--- src/rtl/sub_pkg.sv ---
// Shared types and sizing for the digit-serial subtractor.
package sub_pkg;

    // Counter width helper that stays at least one bit wide.
    function automatic int unsigned cnt_width(input int unsigned n);
        return (n > 1) ? $clog2(n) : 1;
    endfunction

    localparam int unsigned SUB_WIDTH = 16;
    localparam int unsigned SUB_DIGIT = 4;
    localparam int unsigned NDIG      = SUB_WIDTH / SUB_DIGIT;
    localparam int unsigned CNT_W     = cnt_width(NDIG);

    typedef enum logic [1:0] {
        S_IDLE = 2'd0,
        S_RUN  = 2'd1,
        S_DONE = 2'd2
    } state_t;

endpackage

--- src/rtl/sub_digit.sv ---
// Combinational DIGIT-bit subtract slice: d = x - y - bi, bo = borrow-out.
module sub_digit #(
    parameter int unsigned DIGIT = 4
) (
    input  logic [DIGIT-1:0] x,
    input  logic [DIGIT-1:0] y,
    input  logic             bi,
    output logic [DIGIT-1:0] d,
    output logic             bo
);

    logic [DIGIT:0] ext;

    // One extra bit catches the borrow as the sign of the widened difference.
    always_comb begin
        ext = {1'b0, x} - {1'b0, y} - (DIGIT+1)'(bi);
        d   = ext[DIGIT-1:0];
        bo  = ext[DIGIT];
    end

endmodule

--- src/rtl/sub_16bit_serial.sv ---
// Digit-serial subtractor: diff = a - b - bin, DIGIT bits per clock, LSB first.
// Optional feature: define SUB_SATURATE_EN to clamp diff on signed overflow.
module sub_16bit_serial
    import sub_pkg::*;
#(
    parameter int unsigned WIDTH = SUB_WIDTH,
    parameter int unsigned DIGIT = SUB_DIGIT
) (
    input  logic             clk,
    input  logic             rst,
    input  logic             in_valid,
    output logic             in_ready,
    input  logic [WIDTH-1:0] a,
    input  logic [WIDTH-1:0] b,
    input  logic             bin,
    output logic             out_valid,
    input  logic             out_ready,
    output logic [WIDTH-1:0] diff,
    output logic             bout,
    output logic             overflow
);

    localparam int unsigned N_DIG = WIDTH / DIGIT;
    localparam int unsigned C_W   = cnt_width(N_DIG);
    localparam int unsigned ACC_W = WIDTH - DIGIT;

    state_t             state_q,     state_d;
    logic [C_W-1:0]     cnt_q,       cnt_d;
    logic [WIDTH-1:0]   a_sh_q,      a_sh_d;
    logic [WIDTH-1:0]   b_sh_q,      b_sh_d;
    logic [ACC_W-1:0]   acc_q,       acc_d;
    logic               borrow_q,    borrow_d;
    logic               a_msb_q,     a_msb_d;
    logic               b_msb_q,     b_msb_d;
    logic [WIDTH-1:0]   diff_q,      diff_d;
    logic               bout_q,      bout_d;
    logic               ovf_q,       ovf_d;
    logic               in_ready_q,  in_ready_d;
    logic               out_valid_q, out_valid_d;

    logic [DIGIT-1:0]   slice_d;
    logic               slice_bo;
    logic [WIDTH-1:0]   raw_diff;
    logic               raw_ovf;

    // Single slice reused every RUN cycle on the low digit of the shifters.
    sub_digit #(.DIGIT(DIGIT)) u_digit (
        .x  (a_sh_q[DIGIT-1:0]),
        .y  (b_sh_q[DIGIT-1:0]),
        .bi (borrow_q),
        .d  (slice_d),
        .bo (slice_bo)
    );

    // Full result as it looks once the final slice joins the accumulated ones.
    always_comb begin
        raw_diff = {slice_d, acc_q};
        raw_ovf  = (a_msb_q != b_msb_q) && (raw_diff[WIDTH-1] != a_msb_q);
    end

    // Next-state and registered-output logic.
    always_comb begin
        state_d     = state_q;
        cnt_d       = cnt_q;
        a_sh_d      = a_sh_q;
        b_sh_d      = b_sh_q;
        acc_d       = acc_q;
        borrow_d    = borrow_q;
        a_msb_d     = a_msb_q;
        b_msb_d     = b_msb_q;
        diff_d      = diff_q;
        bout_d      = bout_q;
        ovf_d       = ovf_q;
        in_ready_d  = in_ready_q;
        out_valid_d = out_valid_q;

        case (state_q)
            S_IDLE: begin
                in_ready_d = 1'b1;
                if (in_valid && in_ready_q) begin
                    a_sh_d     = a;
                    b_sh_d     = b;
                    borrow_d   = bin;
                    a_msb_d    = a[WIDTH-1];
                    b_msb_d    = b[WIDTH-1];
                    cnt_d      = '0;
                    in_ready_d = 1'b0;
                    state_d    = S_RUN;
                end
            end
            S_RUN: begin
                a_sh_d   = a_sh_q >> DIGIT;
                b_sh_d   = b_sh_q >> DIGIT;
                acc_d    = {slice_d, acc_q[ACC_W-1:DIGIT]};
                borrow_d = slice_bo;
                cnt_d    = cnt_q + C_W'(1);
                if (cnt_q == C_W'(N_DIG - 1)) begin
`ifdef SUB_SATURATE_EN
                    if (raw_ovf) begin
                        diff_d = a_msb_q ? {1'b1, {(WIDTH-1){1'b0}}}
                                         : {1'b0, {(WIDTH-1){1'b1}}};
                    end else begin
                        diff_d = raw_diff;
                    end
`else
                    diff_d = raw_diff;
`endif
                    bout_d      = slice_bo;
                    ovf_d       = raw_ovf;
                    out_valid_d = 1'b1;
                    state_d     = S_DONE;
                end
            end
            S_DONE: begin
                if (out_valid_q && out_ready) begin
                    out_valid_d = 1'b0;
                    in_ready_d  = 1'b1;
                    state_d     = S_IDLE;
                end
            end
            default: begin
                state_d     = S_IDLE;
                in_ready_d  = 1'b0;
                out_valid_d = 1'b0;
            end
        endcase
    end

    // State register; reset aborts any op and clears all outputs.
    always_ff @(posedge clk or posedge rst) begin
        if (rst) begin
            state_q     <= S_IDLE;
            cnt_q       <= '0;
            a_sh_q      <= '0;
            b_sh_q      <= '0;
            acc_q       <= '0;
            borrow_q    <= 1'b0;
            a_msb_q     <= 1'b0;
            b_msb_q     <= 1'b0;
            diff_q      <= '0;
            bout_q      <= 1'b0;
            ovf_q       <= 1'b0;
            in_ready_q  <= 1'b0;
            out_valid_q <= 1'b0;
        end else begin
            state_q     <= state_d;
            cnt_q       <= cnt_d;
            a_sh_q      <= a_sh_d;
            b_sh_q      <= b_sh_d;
            acc_q       <= acc_d;
            borrow_q    <= borrow_d;
            a_msb_q     <= a_msb_d;
            b_msb_q     <= b_msb_d;
            diff_q      <= diff_d;
            bout_q      <= bout_d;
            ovf_q       <= ovf_d;
            in_ready_q  <= in_ready_d;
            out_valid_q <= out_valid_d;
        end
    end

    assign in_ready  = in_ready_q;
    assign out_valid = out_valid_q;
    assign diff      = diff_q;
    assign bout      = bout_q;
    assign overflow  = ovf_q;

endmodule

--- config.mk ---
export PLATFORM = sky130hd
export DESIGN_NAME = sub_16bit_serial
export DESIGN_NICKNAME = d
export VERILOG_FILES = /design/src/rtl/sub_pkg.sv /design/src/rtl/sub_digit.sv /design/src/rtl/sub_16bit_serial.sv
export SDC_FILE = /design/constraint.sdc
export NUM_CORES = 1
export LEC_CHECK = 0
export BUFFER_PORTS_ARGS = -buffer_cell sky130_fd_sc_hd__buf_4
export CORE_AREA = 2 2 106 108
export DETAILED_ROUTE_END_ITERATION = 7
export DIE_AREA = 0 0 108 110
export PLACE_DENSITY_LB_ADDON = 0.08
export RECOVER_POWER = 25
export SKIP_LAST_GASP = 1
export SYNTH_ARGS = -nofsm -noshare
export SYNTH_HDL_FRONTEND = slang
export SYNTH_HIERARCHICAL = 1
export SYNTH_SLANG_ARGS = --single-unit
--- constraint.sdc ---
create_clock -name clk -period 3.5 [get_ports clk]
set_clock_uncertainty 0.2 [all_clocks]
set_input_delay 0.175 -clock clk [delete_from_list [all_inputs] [get_ports clk]]
set_output_delay 0.175 -clock clk [all_outputs]
set_load 0.05 [all_outputs]
==> results.yml <==
worst_setup_path:
  path_class: "flop to flop"
  critPathMaxStageDelay_ns: 1.16
  required_ns: 3.52
  cp_slowest_cell: "clkbuf_1"
  worst_ep_arrival_time_ns: 2.71
  reg2reg_from: "state_q[0]$_DFFE_PP0P_"
  crit_fanout: 38
  crit_chain: "and4bb_1 -> clkbuf_1 -> nor2_1 -> a22o_1"
  r2r_end: "b_sh_q[15]$_DFFE_PP0P_"
  start_kind: "flop"
  cp-end-kind: "flop"
  worst-r2r-cell-count: 4
  rrSetupSlack_ns: 0.81
clock_tree:
  htree_levels: 3
  root_buffer: "clkbuf_8"
  cts_max_path_buffers: 2
  cts_num_sinks: 71
  tritoncts: "built"
  clock_latency_ns: 0.34
  cts_buffers: 9
  clk_pin_slew_ns: 0.07
  cts_setup_buffers: 0
logic_synthesis:
  synth_edf_count: 0
  ys_warn_count: 6
  synth_adder_area_share_pct: 4.054
  syn_area_mm2: 0.003148
  synth-simple-area-share_pct: 19.63
  ys_async_sr_fraction_pct: 100.0
  synth_compound_area_share_pct: 7.909
  synthXorXnorAreaFrac_pct: 1.113
  ys_types: 28
  syn_nets: 366
  syn_area_per_cell_um2: 9.838
  synth_top_family_by_area: "simple AND/OR/NAND/NOR gates"
  syn_inst: 320
  synthMuxAreaShare_pct: 6.081
  ys_seq_area_share_pct: 56.44
  ys.flop_type: "dfrtp_1"
  synth_seq_cells: 71
final_layout:
  drive_gt1_share_pct: 18.60
  final_cell_mix: "107 x nand2_1, 71 x dfrtp_1, 39 x buf_4"
  final_common_cell: "nand2_1"
  fin_area_mm2: 0.004160
  nets: 455
  antenna_cells: 0
  area_growth_pct: 32.15
  stdcell_count: 554
placement:
  place_area_mm2: 0.003675
  hpwl_um: 4537
  dp_cells: 503
  globalplace.congestion: 0.7737
  io_buffers: 56
die:
  die_w_um: 108
  start_util_pct: 29.43
  placement_rows: 38
  dieArea_mm2: 0.01188
  dieHeight_um: 110
  core_area_mm2: 0.01070
  pin_count: 57
sta:
  hold_violations: 0
  tightest_slew_ns: 1.646
  max_slew_margin_pct: -9.757
  setup_viol: 0
  grt_setup_unrepaired: "false"
  clock.fmax_ghz: 0.3720
  drv_slew: 105
  final.period_utilization_pct: 76.81
  post-route-min-period_ns: 2.688
  fin_tns_setup_ns: 0
outcome:
  violations: "max-capacitance violations, max-slew violations"
  status: "finished with violations"
detailed_routing:
  antenna_left: 0
  drcViolationCount: 0
  drt-total-wl_um: 7242
  first_pass_iters: 4
  wire_per_inst_um: 13.07
  viasPerCell: 4.446
  detail_route.iter0.violations: 62
  vias: 2463
power_and_ir_drop:
  p_comb_share_pct: 47.7
  pwr-share-clk_pct: 16.8
  power.internal_mw: 2.329
  p_seq_share_pct: 35.4
  p_leak_nw: 2.004
  power_density_mw_per_mm2: 1005
  p_switching_mw: 1.853
  swShare_pct: 44.31
  ir_drop_mv: 0.3285
grt:
  grt-ovfl-total: 0
  grt_pass1_wl_um: 11740
  grt_max_degree: 66
  grt_pass1_vias: 2435
  grt_antenna_before_repair: 0
  grt_usage_pct: 12.80
job:
  drv_cap: 2
min_path:
  hold_class: "input port to async pin"
## synthesized netlist by cell type (all sizes together), types with 2 or more instances
cell      n  share of area (%)
nand3     7                1.1
nand3b    2               0.48
xor2      4                1.1
nor2     29                3.5
clkbuf    2               0.24
a21oi     3               0.60
dfrtp    71                 56
mux2     17                6.1
o21ai     6               0.95
fa        2                1.3
nand2b    3               0.60
nand2   107                 13
a31oi    25                5.0
inv       9                1.1
a22o      2               0.56
ha        7                2.8
buf      17                3.5
## sequential cells by signal, summed over array words and instances, names as in the netlist
register and cells:
a_msb_q 1, a_sh_q 16, acc_q 12, b_msb_q 1, b_sh_q 16, borrow_q 1, bout 1, cnt_q 2
diff 16, in_ready 1, out_valid 1, overflow 1, state_q 2
## kinds of logic (layout without fill, tap and decap cells)
family,Yosys count,in the layout
flops,71,71
buf+inv,28,122
mux,17,17
fa+ha+maj,9,9
compound gates,39,39
xor+xnor,4,4
simple gates,152,152
## stage by stage
step / hold WS [ns] / utilization, % / total power [mW] / setup WS, ns
final: 0.1186 / 38.89 / 4.182 / 0.8118
after global routing: 0.1446 / 38.89 / 4.562 / 0.5205
after CTS: 0.05034 / 39.65 / 4.357 / 1.134
after detailed placement: -0.1207 / 34.35 / 3.603 / 1.143
after global placement: -0.1227 / 34.35 / 3.582 / 1.219
after floorplan: 0.08044 / - / 3.068 / 1.311
## critical path, delay by kind of cell, from the launching register on
kind	cells	cell delay, ns
simple gates	2	0.46
compound gates	1	0.26
flops	1	0.48
buf+inv	1	1.16
## cell type report
| type | instances | area [um^2] |
|---|---|---|
| Clock inverter | 4 | 51.30 |
| Tap cell | 140 | 175.2 |
| Sequential cell | 71 | 1777 |
| Timing Repair Buffer | 97 | 734.5 |
| Fill cell | 1113 | 6538 |
| Clock buffer | 12 | 165.2 |
| Multi-Input combinational cell | 221 | 1224 |
| Inverter | 9 | 33.78 |
## per-layer routing
| metal | part of all wire (%) | global-route usage (%) | vias up |
|---|---|---|---|
| met2 | 46 | 21.56 | 53 |
| li1 | - | - | 1228 |
| met1 | 48 | 16.13 | 1176 |
| met3 | 4.6 | 3.821 | 6 |
| met4 | 0.66 | 3.297 | 0 |
| met5 | 0 | 0 | - |
## worst max path at each step
stage / endpoint / cells after the start / slack (ns) / start
2_1_floorplan: overflow$_DFFE_PP0P_ / 10 / 1.31 / b_sh_q[0]$_DFFE_PP0P_
3_3_place_gp: overflow$_DFFE_PP0P_ / 10 / 1.22 / b_sh_q[0]$_DFFE_PP0P_
5_1_grt: b_sh_q[15]$_DFFE_PP0P_ / 4 / 0.52 / state_q[0]$_DFFE_PP0P_
6_report: b_sh_q[15]$_DFFE_PP0P_ / 4 / 0.81 / state_q[0]$_DFFE_PP0P_
4_1_cts: overflow$_DFFE_PP0P_ / 10 / 1.13 / b_sh_q[0]$_DFFE_PP0P_
3_5_place_dp: overflow$_DFFE_PP0P_ / 10 / 1.14 / b_sh_q[0]$_DFFE_PP0P_
## power groups by stage
stage	Combinational, mW	Sequential, mW	Clock [mW]
global placement	2.08	1.50	0
global route	2.26	1.54	0.764
detailed placement	2.10	1.51	0
finish	2.00	1.48	0.704
floorplan	1.28	1.79	0
CTS	2.13	1.49	0.732
## what timing repair did
action | 4_1_cts | 5_1_grt
setup endpoints to repair | 0 | 0
endpoints found under the hold margin | 43 | 0
gates resized for setup | 0 | 0
hold buffers | 35 | 0
Power figures use the tool's default switching activity.
